### src/rtl/uart_frame_pkg.sv
// uart_frame_pkg: shared types and constants for the ADC-stream UART frame receiver.
//   parse_state_e : frame parser states (HUNT, MSB, LSB)
//   rx_state_e    : bit receiver states (IDLE, START, DATA, STOP, BREAK)
//   SYNC_BYTE_DEF : default frame start marker
package uart_frame_pkg;

   typedef enum logic [1:0] {
      HUNT,
      MSB,
      LSB
   } parse_state_e;

   typedef enum logic [2:0] {
      IDLE,
      START,
      DATA,
      STOP,
      BREAK
   } rx_state_e;

   localparam logic [7:0] SYNC_BYTE_DEF = 8'hAA;

endpackage : uart_frame_pkg

### src/rtl/uart_rx.sv
// uart_rx: 2-FF synchronizer plus 8N1 LSB-first bit receiver.
// Ports:
//   clk, rst   : clock, asynchronous active-high reset
//   rx         : asynchronous UART line, idles high
//   data[7:0]  : last received byte, valid while/after the valid pulse
//   valid      : one-cycle pulse on a good stop bit
//   frame_err  : one-cycle pulse on a low stop bit
module uart_rx
   import uart_frame_pkg::*;
#(
   parameter int unsigned CLK_FREQ = 12000000,
   parameter int unsigned BAUD     = 115200
) (
   input  logic       clk,
   input  logic       rst,
   input  logic       rx,
   output logic [7:0] data,
   output logic       valid,
   output logic       frame_err
);

   localparam int unsigned CLKS_PER_BIT = CLK_FREQ / BAUD;
   localparam int unsigned HALF_BIT     = CLKS_PER_BIT / 2;
   localparam int unsigned CNT_W        = $clog2(CLKS_PER_BIT + 1);

   rx_state_e        state_q, state_d;
   logic             meta_q, meta_d;
   logic             sync_q, sync_d;
   logic             prev_q, prev_d;
   logic [CNT_W-1:0] cnt_q, cnt_d;
   logic [2:0]       bit_q, bit_d;
   logic [7:0]       shift_q, shift_d;
   logic [7:0]       data_q, data_d;
   logic             valid_q, valid_d;
   logic             ferr_q, ferr_d;

   // State and data registers; synchronizer resets to the idle (high) level
   always_ff @(posedge clk or posedge rst) begin
      if (rst) begin
         state_q <= IDLE;
         meta_q  <= 1'b1;
         sync_q  <= 1'b1;
         prev_q  <= 1'b1;
         cnt_q   <= '0;
         bit_q   <= '0;
         shift_q <= '0;
         data_q  <= '0;
         valid_q <= 1'b0;
         ferr_q  <= 1'b0;
      end else begin
         state_q <= state_d;
         meta_q  <= meta_d;
         sync_q  <= sync_d;
         prev_q  <= prev_d;
         cnt_q   <= cnt_d;
         bit_q   <= bit_d;
         shift_q <= shift_d;
         data_q  <= data_d;
         valid_q <= valid_d;
         ferr_q  <= ferr_d;
      end
   end

   // Next-state logic for the bit receiver
   always_comb begin
      state_d = state_q;
      cnt_d   = cnt_q;
      bit_d   = bit_q;
      shift_d = shift_q;
      data_d  = data_q;
      valid_d = 1'b0;
      ferr_d  = 1'b0;
      meta_d  = rx;
      sync_d  = meta_q;
      prev_d  = sync_q;

      unique case (state_q)
         IDLE: begin
            if (prev_q && !sync_q) begin
               state_d = START;
               cnt_d   = '0;
            end
         end
         START: begin
            // Mid-start resample rejects glitches shorter than half a bit
            if (cnt_q == CNT_W'(HALF_BIT - 1)) begin
               cnt_d   = '0;
               bit_d   = '0;
               state_d = sync_q ? IDLE : DATA;
            end else begin
               cnt_d = cnt_q + 1'b1;
            end
         end
         DATA: begin
            if (cnt_q == CNT_W'(CLKS_PER_BIT - 1)) begin
               cnt_d   = '0;
               shift_d = {sync_q, shift_q[7:1]};
               bit_d   = bit_q + 1'b1;
               if (bit_q == 3'd7) begin
                  state_d = STOP;
               end
            end else begin
               cnt_d = cnt_q + 1'b1;
            end
         end
         STOP: begin
            // Leaving at mid-stop keeps zero-gap back-to-back bytes aligned
            if (cnt_q == CNT_W'(CLKS_PER_BIT - 1)) begin
               cnt_d = '0;
               if (sync_q) begin
                  valid_d = 1'b1;
                  data_d  = shift_q;
                  state_d = IDLE;
               end else begin
                  ferr_d  = 1'b1;
                  state_d = BREAK;
               end
            end else begin
               cnt_d = cnt_q + 1'b1;
            end
         end
         BREAK: begin
            // Hold off until the line is released so a stuck-low line errs once
            if (sync_q) begin
               state_d = IDLE;
            end
         end
         default: state_d = IDLE;
      endcase
   end

   assign data      = data_q;
   assign valid     = valid_q;
   assign frame_err = ferr_q;

endmodule : uart_rx

### src/rtl/uart_sample_rx.sv
// uart_sample_rx: receives {SYNC_BYTE, sample MSB, sample LSB} UART frames and
// reassembles the 16-bit sample.
// Ports:
//   clk, rst      : clock, asynchronous active-high reset
//   rx            : asynchronous UART line, idles high
//   sample[15:0]  : last complete sample {MSB, LSB}, held between frames
//   sample_valid  : one-cycle pulse when sample updates
//   frame_err     : one-cycle pulse on a stop-bit error
//   busy          : high while the parser is collecting MSB/LSB
// Build option: define FRAME_TIMEOUT_EN to drop partial frames after
// TIMEOUT_BITS bit periods without a byte.
module uart_sample_rx
   import uart_frame_pkg::*;
#(
   parameter int unsigned CLK_FREQ     = 12000000,
   parameter int unsigned BAUD         = 115200,
   parameter logic [7:0]  SYNC_BYTE    = SYNC_BYTE_DEF,
   parameter int unsigned TIMEOUT_BITS = 30
) (
   input  logic        clk,
   input  logic        rst,
   input  logic        rx,
   output logic [15:0] sample,
   output logic        sample_valid,
   output logic        frame_err,
   output logic        busy
);

   logic [7:0] byte_data;
   logic       byte_valid;
   logic       byte_err;

   uart_rx #(
      .CLK_FREQ (CLK_FREQ),
      .BAUD     (BAUD)
   ) u_rx (
      .clk       (clk),
      .rst       (rst),
      .rx        (rx),
      .data      (byte_data),
      .valid     (byte_valid),
      .frame_err (byte_err)
   );

   parse_state_e state_q, state_d;
   logic [7:0]   msb_q, msb_d;
   logic [15:0]  sample_q, sample_d;
   logic         sample_valid_q, sample_valid_d;
   logic         frame_err_q, frame_err_d;
   logic         busy_q, busy_d;
   logic         tmo_hit_c;

`ifdef FRAME_TIMEOUT_EN
   localparam int unsigned CLKS_PER_BIT = CLK_FREQ / BAUD;
   localparam int unsigned TMO_LIMIT    = TIMEOUT_BITS * CLKS_PER_BIT;
   localparam int unsigned TMO_W        = $clog2(TMO_LIMIT + 1);

   logic [TMO_W-1:0] tmo_q, tmo_d;

   assign tmo_hit_c = (tmo_q == TMO_W'(TMO_LIMIT));

   // Inter-byte timer: restarts on every byte, idles at zero in HUNT
   always_comb begin
      tmo_d = tmo_q;
      if (byte_valid || (state_q == HUNT)) begin
         tmo_d = '0;
      end else if (!tmo_hit_c) begin
         tmo_d = tmo_q + 1'b1;
      end
   end

   always_ff @(posedge clk or posedge rst) begin
      if (rst) begin
         tmo_q <= '0;
      end else begin
         tmo_q <= tmo_d;
      end
   end
`else
   logic unused_timeout_c;

   assign tmo_hit_c        = 1'b0;
   assign unused_timeout_c = (TIMEOUT_BITS != 0);
`endif

   // Parser state and output registers
   always_ff @(posedge clk or posedge rst) begin
      if (rst) begin
         state_q        <= HUNT;
         msb_q          <= '0;
         sample_q       <= '0;
         sample_valid_q <= 1'b0;
         frame_err_q    <= 1'b0;
         busy_q         <= 1'b0;
      end else begin
         state_q        <= state_d;
         msb_q          <= msb_d;
         sample_q       <= sample_d;
         sample_valid_q <= sample_valid_d;
         frame_err_q    <= frame_err_d;
         busy_q         <= busy_d;
      end
   end

   // Frame parser; a byte error or timeout always restarts the hunt
   always_comb begin
      state_d        = state_q;
      msb_d          = msb_q;
      sample_d       = sample_q;
      sample_valid_d = 1'b0;
      frame_err_d    = byte_err;

      if (byte_err) begin
         state_d = HUNT;
      end else if (byte_valid) begin
         unique case (state_q)
            HUNT: begin
               if (byte_data == SYNC_BYTE) begin
                  state_d = MSB;
               end
            end
            MSB: begin
               msb_d   = byte_data;
               state_d = LSB;
            end
            LSB: begin
               sample_d       = {msb_q, byte_data};
               sample_valid_d = 1'b1;
               state_d        = HUNT;
            end
            default: state_d = HUNT;
         endcase
      end else if (tmo_hit_c) begin
         state_d = HUNT;
      end

      busy_d = (state_d != HUNT);
   end

   assign sample       = sample_q;
   assign sample_valid = sample_valid_q;
   assign frame_err    = frame_err_q;
   assign busy         = busy_q;

endmodule : uart_sample_rx

### config.mk
export PLATFORM = sky130hd
export DESIGN_NAME = uart_sample_rx
export DESIGN_NICKNAME = d
export VERILOG_FILES = /design/src/rtl/uart_frame_pkg.sv /design/src/rtl/uart_rx.sv /design/src/rtl/uart_sample_rx.sv
export SDC_FILE = /design/constraint.sdc
export NUM_CORES = 1
export LEC_CHECK = 0
export ABC_CLOCK_PERIOD_IN_PS = 2300
export CAP_MARGIN = 25
export CORE_MARGIN = 3
export CORE_UTILIZATION = 57
export CTS_CLUSTER_DIAMETER = 30
export DETAILED_ROUTE_END_ITERATION = 16
export PLACE_DENSITY = 0.89
export REMOVE_ABC_BUFFERS = 1
export SLEW_MARGIN = 10
export SYNTH_ARGS = -nofsm -noshare
export SYNTH_HDL_FRONTEND = slang
export SYNTH_SLANG_ARGS = --single-unit
### constraint.sdc
create_clock -name clk -period 2.3 [get_ports clk]
set_input_delay 0.345 -clock clk [delete_from_list [all_inputs] [get_ports clk]]
set_output_delay 0.345 -clock clk [all_outputs]
set_load 0.02 [all_outputs]
==> results of run 1 <==
[layout make-up]
cell class / instances / area, sq um
flip-flops and latches: 63 / 1580
clock inverters: 6 / 61.3
well taps: 52 / 65.1
clock buffers: 10 / 128
repair buffers: 26 / 260
multi-input cells: 117 / 1030
fillers: 299 / 1300
inverters: 3 / 11.3
[cell usage after synthesis]
| cell | number | area (sq um) |
|---|---|---|
| dfrtp_1 | 60 | 1500 |
| mux2_2 | 42 | 473 |
| nand2_1 | 10 | 37.5 |
| nor2_1 | 8 | 30.0 |
| nand2b_1 | 6 | 37.5 |
| a21oi_1 | 4 | 20.0 |
| ha_1 | 4 | 50.1 |
| xnor2_1 | 4 | 35.0 |
| a211oi_1 | 3 | 22.5 |
| buf_2 | 3 | 15.0 |
| dfstp_2 | 3 | 78.8 |
| inv_1 | 3 | 11.3 |
| o21ai_0 | 3 | 15.0 |
| a22o_1 | 2 | 17.5 |
| buf_4 | 2 | 15.0 |
| nand3b_4 | 2 | 40.0 |
| nand4_1 | 2 | 12.5 |
| nor2b_1 | 2 | 12.5 |
| nor4b_1 | 2 | 17.5 |
| nor4bb_1 | 2 | 20.0 |
| o21ba_2 | 2 | 20.0 |
| a2111oi_2 | 1 | 15.0 |
| a21o_1 | 1 | 7.51 |
| a21oi_2 | 1 | 8.76 |
| a221oi_2 | 1 | 15.0 |
| a22oi_1 | 1 | 7.51 |
| a31oi_1 | 1 | 6.26 |
| and3b_1 | 1 | 8.76 |
| and4bb_2 | 1 | 12.5 |
| buf_6 | 1 | 11.3 |
| clkbuf_1 | 1 | 3.75 |
| mux2i_1 | 1 | 10.0 |
| nand3_1 | 1 | 5.00 |
| nand4b_1 | 1 | 8.76 |
| nor4_1 | 1 | 6.26 |
| nor4_2 | 1 | 12.5 |
| o221a_1 | 1 | 11.3 |
| o31ai_1 | 1 | 7.51 |
| or2_1 | 1 | 6.26 |
| or3_1 | 1 | 6.26 |
| or3_4 | 1 | 11.3 |
| or4_1 | 1 | 7.51 |
[kinds of logic after synthesis]
| family | synth area share |
|---|---|
| flops | 0.592 |
| simple gates | 0.110 |
| xor+xnor | 0.0131 |
| compound gates | 0.0651 |
| buf+inv | 0.0211 |
| fa+ha+maj | 0.0187 |
| mux | 0.181 |
[metal layers]
layer	part of all wire	up-vias
met1	0.45	811
met5	0	-
met4	0.013	0
li1	-	749
met2	0.49	33
met3	0.042	7
[worst max-delay path: cells and delay by family, from the launching register on]
| kind | cells | cell delay (ns) |
|---|---|---|
| compound gates | 1 | 0.19 |
| fa+ha+maj | 1 | 0.25 |
| buf+inv | 1 | 0.23 |
| flops | 1 | 0.41 |
| mux | 1 | 0.27 |
| simple gates | 2 | 0.32 |
[registers in the layout, summed over array words and instances (netlist names)]
register / cells
sample: 16
msb_q: 8
u_rx.data: 8
u_rx.shift_q: 8
u_rx.cnt_q: 7
u_rx.bit_q: 3
u_rx.state_q: 3
state_q: 2
busy: 1
frame_err: 1
sample_valid: 1
u_rx.frame_err: 1
u_rx.meta_q: 1
u_rx.prev_d: 1
u_rx.prev_q: 1
u_rx.valid: 1
[where the power goes]
part           total (mW)  internal [mW]  switching [mW]
Sequential           1.31           1.19           0.127
Combinational       0.361          0.171           0.190
Clock               0.907          0.496           0.411
Total                2.58           1.85           0.728
[metrics by stage]
step / power (mW) / hold WS (ns)
floorplan: 1.59 / 0.345
global route: 2.70 / 0.312
global placement: 1.67 / 0.346
CTS: 2.60 / 0.307
finish: 2.58 / 0.308
detailed placement: 1.69 / 0.352
[path summary, 6_finish.rpt]
kind	endpoint	slack, ns	cells after the start
min in group clk	u_rx.prev_d	0.36	0
worst min-delay path	state_q[0]	0.31	2
worst max register to register	u_rx.bit_q[0]	0.51	6
worst min register to register	u_rx.prev_d	0.36	0
max in group asynchronous	u_rx.prev_q	1.41	3
worst max-delay path	u_rx.bit_q[0]	0.51	6
==> key figures, run 1 <==
Run status
  • Outcome: finished, final reports clean

Drt
  • Final ANT Viol Nets: 0
  • Detailed Route WL: 4.55 mm
  • Drt pass-1 iters: 4
  • Residual DRC: 0
  • Drt via density: 5.78
  • Initial DRC count: 38
  • Vias: 1,600
  • DR WL/cell: 16.4 microns

Clocking
  • Worst-Skew Late Latency: 0.33 ns
  • Clk sinks: 63
  • Hold buffer count at cts: 0
  • Setup repair bufs after CTS: 0
  • Post_cts resized: 0
  • H-tree depth: 3
  • CTS tree: yes
  • Bufs on Longest Clock Path: 2
  • Clock Root Buffer: clkbuf_8
  • Number of CTS-inserted buffers: 9
  • Clk pin slew, worst setup/hold paths: 0.06 ns

Layout
  • Nets: 227
  • Fin util: 0.707
  • Final Cell Area: 3140 sq um
  • # diodes: 0
  • Share of layout cells above drive strength 1: 0.338
  • Final std cells w/o fill: 277
  • Most frequent cells in the layout: 60 x dfrtp_1, 42 x mux2_2, 21 x clkdlybuf4s50_1
  • Area Overhead vs Synth: 17.6%
  • Leading cell type in the layout, fill and taps excluded: dfrtp_1

Power
  • Cell Pwr Density: 822 nW/um^2
  • VDD IR max: 736 uV
  • Static leakage: 1.51 nW

Worst setup path
  • CP max stage delay: 0.41 ns
  • Worst EP arrival: 2.00 ns
  • Critical Path Fanout Max: 12
  • Startpoint of the worst register-to-register path: u_rx.cnt_q[0]
  • Worst-path cell chain: ha_1 -> nand3b_4 -> nor4_2 -> buf_4 -> o21ba_2 -> mux2_2
  • Max stage delay cell, worst path: dfrtp_1
  • WP data required: 2.51 ns
  • Critical Path Source: u_rx.cnt_q[0]
  • Worst setup path category: reg -> reg
  • Crit path launch type: flip-flop
  • Critical Path Sink Type: flip-flop

Flow run
  • Max cap viols: 0

STA
  • RSZ-0062 raised after global routing: false
  • Final WS setup: 0.510 ns
  • Final setup TNS: 0 ns
  • Relative slew slack: 0.678
  • Final Max Slew Viols: 0
  • Final setup vio count: 0
  • Max Freq: 559 MHz
  • Fin. Hold Viols: 0
  • Actual slew at the worst max-slew pin: 0.476 ns
  • Period utilization: 0.778
  • Clock Skews: 0.00656 ns
  • Crit path time final: 1.79 ns

Place
  • Dpl cells: 261
  • DPL Wire Length: 3.13 mm
  • Placement Setup Slack: 0.482 ns
  • Port Buf Inserts: 21
  • Routability Congestion: 0.772
  • Area post-placement: 2950 sq um

Floorplan
  • Initial Utilization: 0.601
  • Core outline area: 4440 sq um
  • Die Y: 74.5 microns
  • Die width: 74.5 microns
  • Die ar.: 5540 sq um
  • Rows: 24
  • Ports: 22

Yosys
  • Post-Syn Instances: 190
  • Synth Area per Inst: 14.1 sq um
  • Register bit count reported by yosys: 63
  • Seq/Total Area, Yosys: 0.592
  • Synthesis warning total: 0
  • Netlist cell types: 42
  • Post-Syn Area: 2670 sq um

Global route
  • Grt ovf: 0
  • Antenna violations before repair: 0
  • Number of global-route vias before repair: 1,576
  • Met2 GRT Util: 0.279
  • Total track usage: 0.185
  • Gr busiest metal: met2
  • Met3 Use GR: 0.0851
  • Largest net degree at the start of global routing: 27
  • First-pass GRT wire length: 7.45 mm
  • M1 GR Usage: 0.226

Min path
  • Min-Delay Path Class: in -> async
No activity file was read; power rests on OpenSTA's default activity.
==> inputs of run 2 (changes only) <==
ABC_CLOCK_PERIOD_IN_PS = 1650   (was 2300)
clock period = 1.65 ns   (was 2.3 ns; I/O delays follow)
==> run 2 against run 1 <==
Net effect:
- register-to-register slack lost 0.50 ns
- setup slack worse by 0.50 ns
- non-clock buffer count rose by 15
- clock-buffer cell count unchanged
- critical path depth unchanged
- largest cell class unchanged
- worst hold slack lost 0.019 ns
- clock skew down 0.0012 ns
- die area unchanged
==> key figures, run 2 (synthesized netlist as in run 1, its figures left out) <==
Min path
  • Min-Delay Path Class: in -> async (unchanged)

Global route
  • Grt ovf: 0 (unchanged)
  • Largest net degree at the start of global routing: 64 (was 27)
  • Antenna violations before repair: 0 (unchanged)
  • Number of global-route vias before repair: 1,585 (was 1,576)
  • First-pass GRT wire length: 7.65 mm (was 7.45 mm)
  • Total track usage: 0.190 (was 0.185)

STA
  • Max Freq: 610 MHz (was 559 MHz)
  • Period utilization: 0.994 (was 0.778)
  • Final setup vio count: 0 (unchanged)
  • Fin. Hold Viols: 0 (unchanged)
  • Actual slew at the worst max-slew pin: 0.446 ns (was 0.476 ns)
  • Relative slew slack: 0.698 (was 0.678)
  • Clock Skews: 0.00540 ns (was 0.00656 ns)
  • Crit path time final: 1.64 ns (was 1.79 ns)
  • Final WS setup: 0.0103 ns (was 0.510 ns)
  • Worst hold slack: 0.289 ns (was 0.308 ns)
  • Final Max Slew Viols: 0 (unchanged)

Place
  • DPL Wire Length: 3.24 mm (was 3.13 mm)
  • Dpl cells: 276 (was 261)
  • Area post-placement: 3080 sq um (was 2950 sq um)
  • Routability Congestion: 0.823 (was 0.772)
  • Placement Setup Slack: -0.0482 ns (was 0.482 ns)
  • Port Buf Inserts: 21 (unchanged)

Drt
  • Final ANT Viol Nets: 0 (unchanged)
  • Drt pass-1 iters: 4 (unchanged)
  • Detailed Route WL: 4.95 mm (was 4.55 mm)
  • DR WL/cell: 17.0 microns (was 16.4 microns)
  • Drt via density: 5.78 (about the same)
  • Initial DRC count: 60 (was 38)
  • Residual DRC: 0 (unchanged)
  • Vias: 1,688 (was 1,600)

Floorplan
  • Die Y: 74.5 microns (unchanged)
  • Die ar.: 5540 sq um (unchanged)
  • Rows: 24 (unchanged)
  • Ports: 22 (unchanged)
  • Die width: 74.5 microns (unchanged)
  • Initial Utilization: 0.601 (unchanged)
  • Core outline area: 4440 sq um (unchanged)

Power
  • VDD IR max: 930 uV (was 736 uV)
  • Cell Pwr Density: 1190 nW/um^2 (was 822 nW/um^2)
  • Static leakage: 1.61 nW (was 1.51 nW)

Layout
  • Leading cell type in the layout, fill and taps excluded: dfrtp_1 (unchanged)
  • Final Cell Area: 3340 sq um (was 3140 sq um)
  • Fin util: 0.753 (was 0.707)
  • Area Overhead vs Synth: 25.2% (was 17.6%)
  • Max FFs per register: 16 (unchanged)
  • # diodes: 0 (unchanged)
  • Final std cells w/o fill: 292 (was 277)
  • Layout fillers: 275 (was 299)
  • Most frequent cells in the layout: 60 x dfrtp_1, 42 x mux2_2, 21 x clkdlybuf4s50_1 (unchanged)
  • Nets: 242 (was 227)
  • Share of layout cells above drive strength 1: 0.400 (was 0.338)

Worst setup path
  • Critical Path Sink Type: flip-flop (unchanged)
  • Worst setup path category: reg -> reg (unchanged)
  • WP data required: 1.91 ns (was 2.51 ns)
  • Startpoint of the worst register-to-register path: u_rx.cnt_q[0] (unchanged)
  • Critical Path Fanout Max: 4 (was 12)
  • Worst EP arrival: 1.90 ns (was 2.00 ns)
  • Critical Path Source: u_rx.cnt_q[0] (unchanged)
  • Crit path launch type: flip-flop (unchanged)

Clocking
  • CTS tree: yes (unchanged)
  • Clk sinks: 63 (unchanged)
  • Setup repair bufs after CTS: 0 (unchanged)
  • Clk pin slew, worst setup/hold paths: 0.07 ns (was 0.06 ns)
  • Number of CTS-inserted buffers: 9 (unchanged)
  • Hold buffer count at cts: 0 (unchanged)
  • Bufs on Longest Clock Path: 2 (unchanged)
  • H-tree depth: 3 (unchanged)
  • Clock Root Buffer: clkbuf_8 (unchanged)
  • Worst-Skew Late Latency: 0.34 ns (was 0.33 ns)

Run status
  • Outcome: finished, final reports clean (unchanged)

Flow run
  • Max cap viols: 0 (unchanged)
run 2: cell type report:
type	count	area (sq um)	area share
Tap cell	52	65.1	0.0195
Timing Repair Buffer	41	393	0.117
Clock buffer	10	128	0.0382
Multi-Input combinational cell	117	1080	0.324
Clock inverter	6	83.8	0.0251
Inverter	3	11.3	0.00337
Sequential cell	63	1580	0.473
run 2: layer usage:
metal  up-vias  share of wire  track usage
met2        41           0.49        0.300
met3        10          0.035       0.0608
li1        773              -            -
met5         -              0            0
met1       864           0.45        0.237
met4         0          0.022       0.0949
run 2: where the power goes:
part / leakage, nW / switching (mW) / total [mW] / internal [mW]
combinational: 0.643 / 0.399 / 0.777 / 0.379
clock: 0.110 / 0.598 / 1.45 / 0.848
sequential: 0.854 / 0.114 / 1.77 / 1.65
total: 1.61 / 1.11 / 3.99 / 2.88
run 2: final timing paths:
check | end | slack (ns) | cells past startpoint
setup / recovery | u_rx.state_q[1] | 0.01 | 6
hold / removal | sample[7] | 0.29 | 3
setup reg to reg | u_rx.state_q[1] | 0.01 | 6
hold reg to reg | u_rx.prev_d | 0.36 | 0
max in group asynchronous | u_rx.meta_q | 1.05 | 3
min in group clk | u_rx.meta_q | 0.31 | 1
run 2: worst max-delay path, cell delays in order, from the launching register on:
cell and delay [ns]:
dfrtp_1 0.40, ha_4 0.17, buf_4 0.11, and3b_1 0.18, nand3_2 0.12, or4_1 0.45, a21oi_1 0.13
run 2: through the flow:
stage | setup TNS, ns | power (mW)
finish | 0 | 3.99
CTS | 0 | 3.94
detailed placement | -0.286 | 2.50
global placement | -0.0680 | 2.48
floorplan | -14.57 | 2.22
global route | -0.158 | 4.16
run 2: timing repair:
| action | CTS | global route |
|---|---|---|
| endpoints found under the setup margin | 8 | 30 |
| resized for setup | 2 | 8 |
| pin swaps | 0 | 3 |
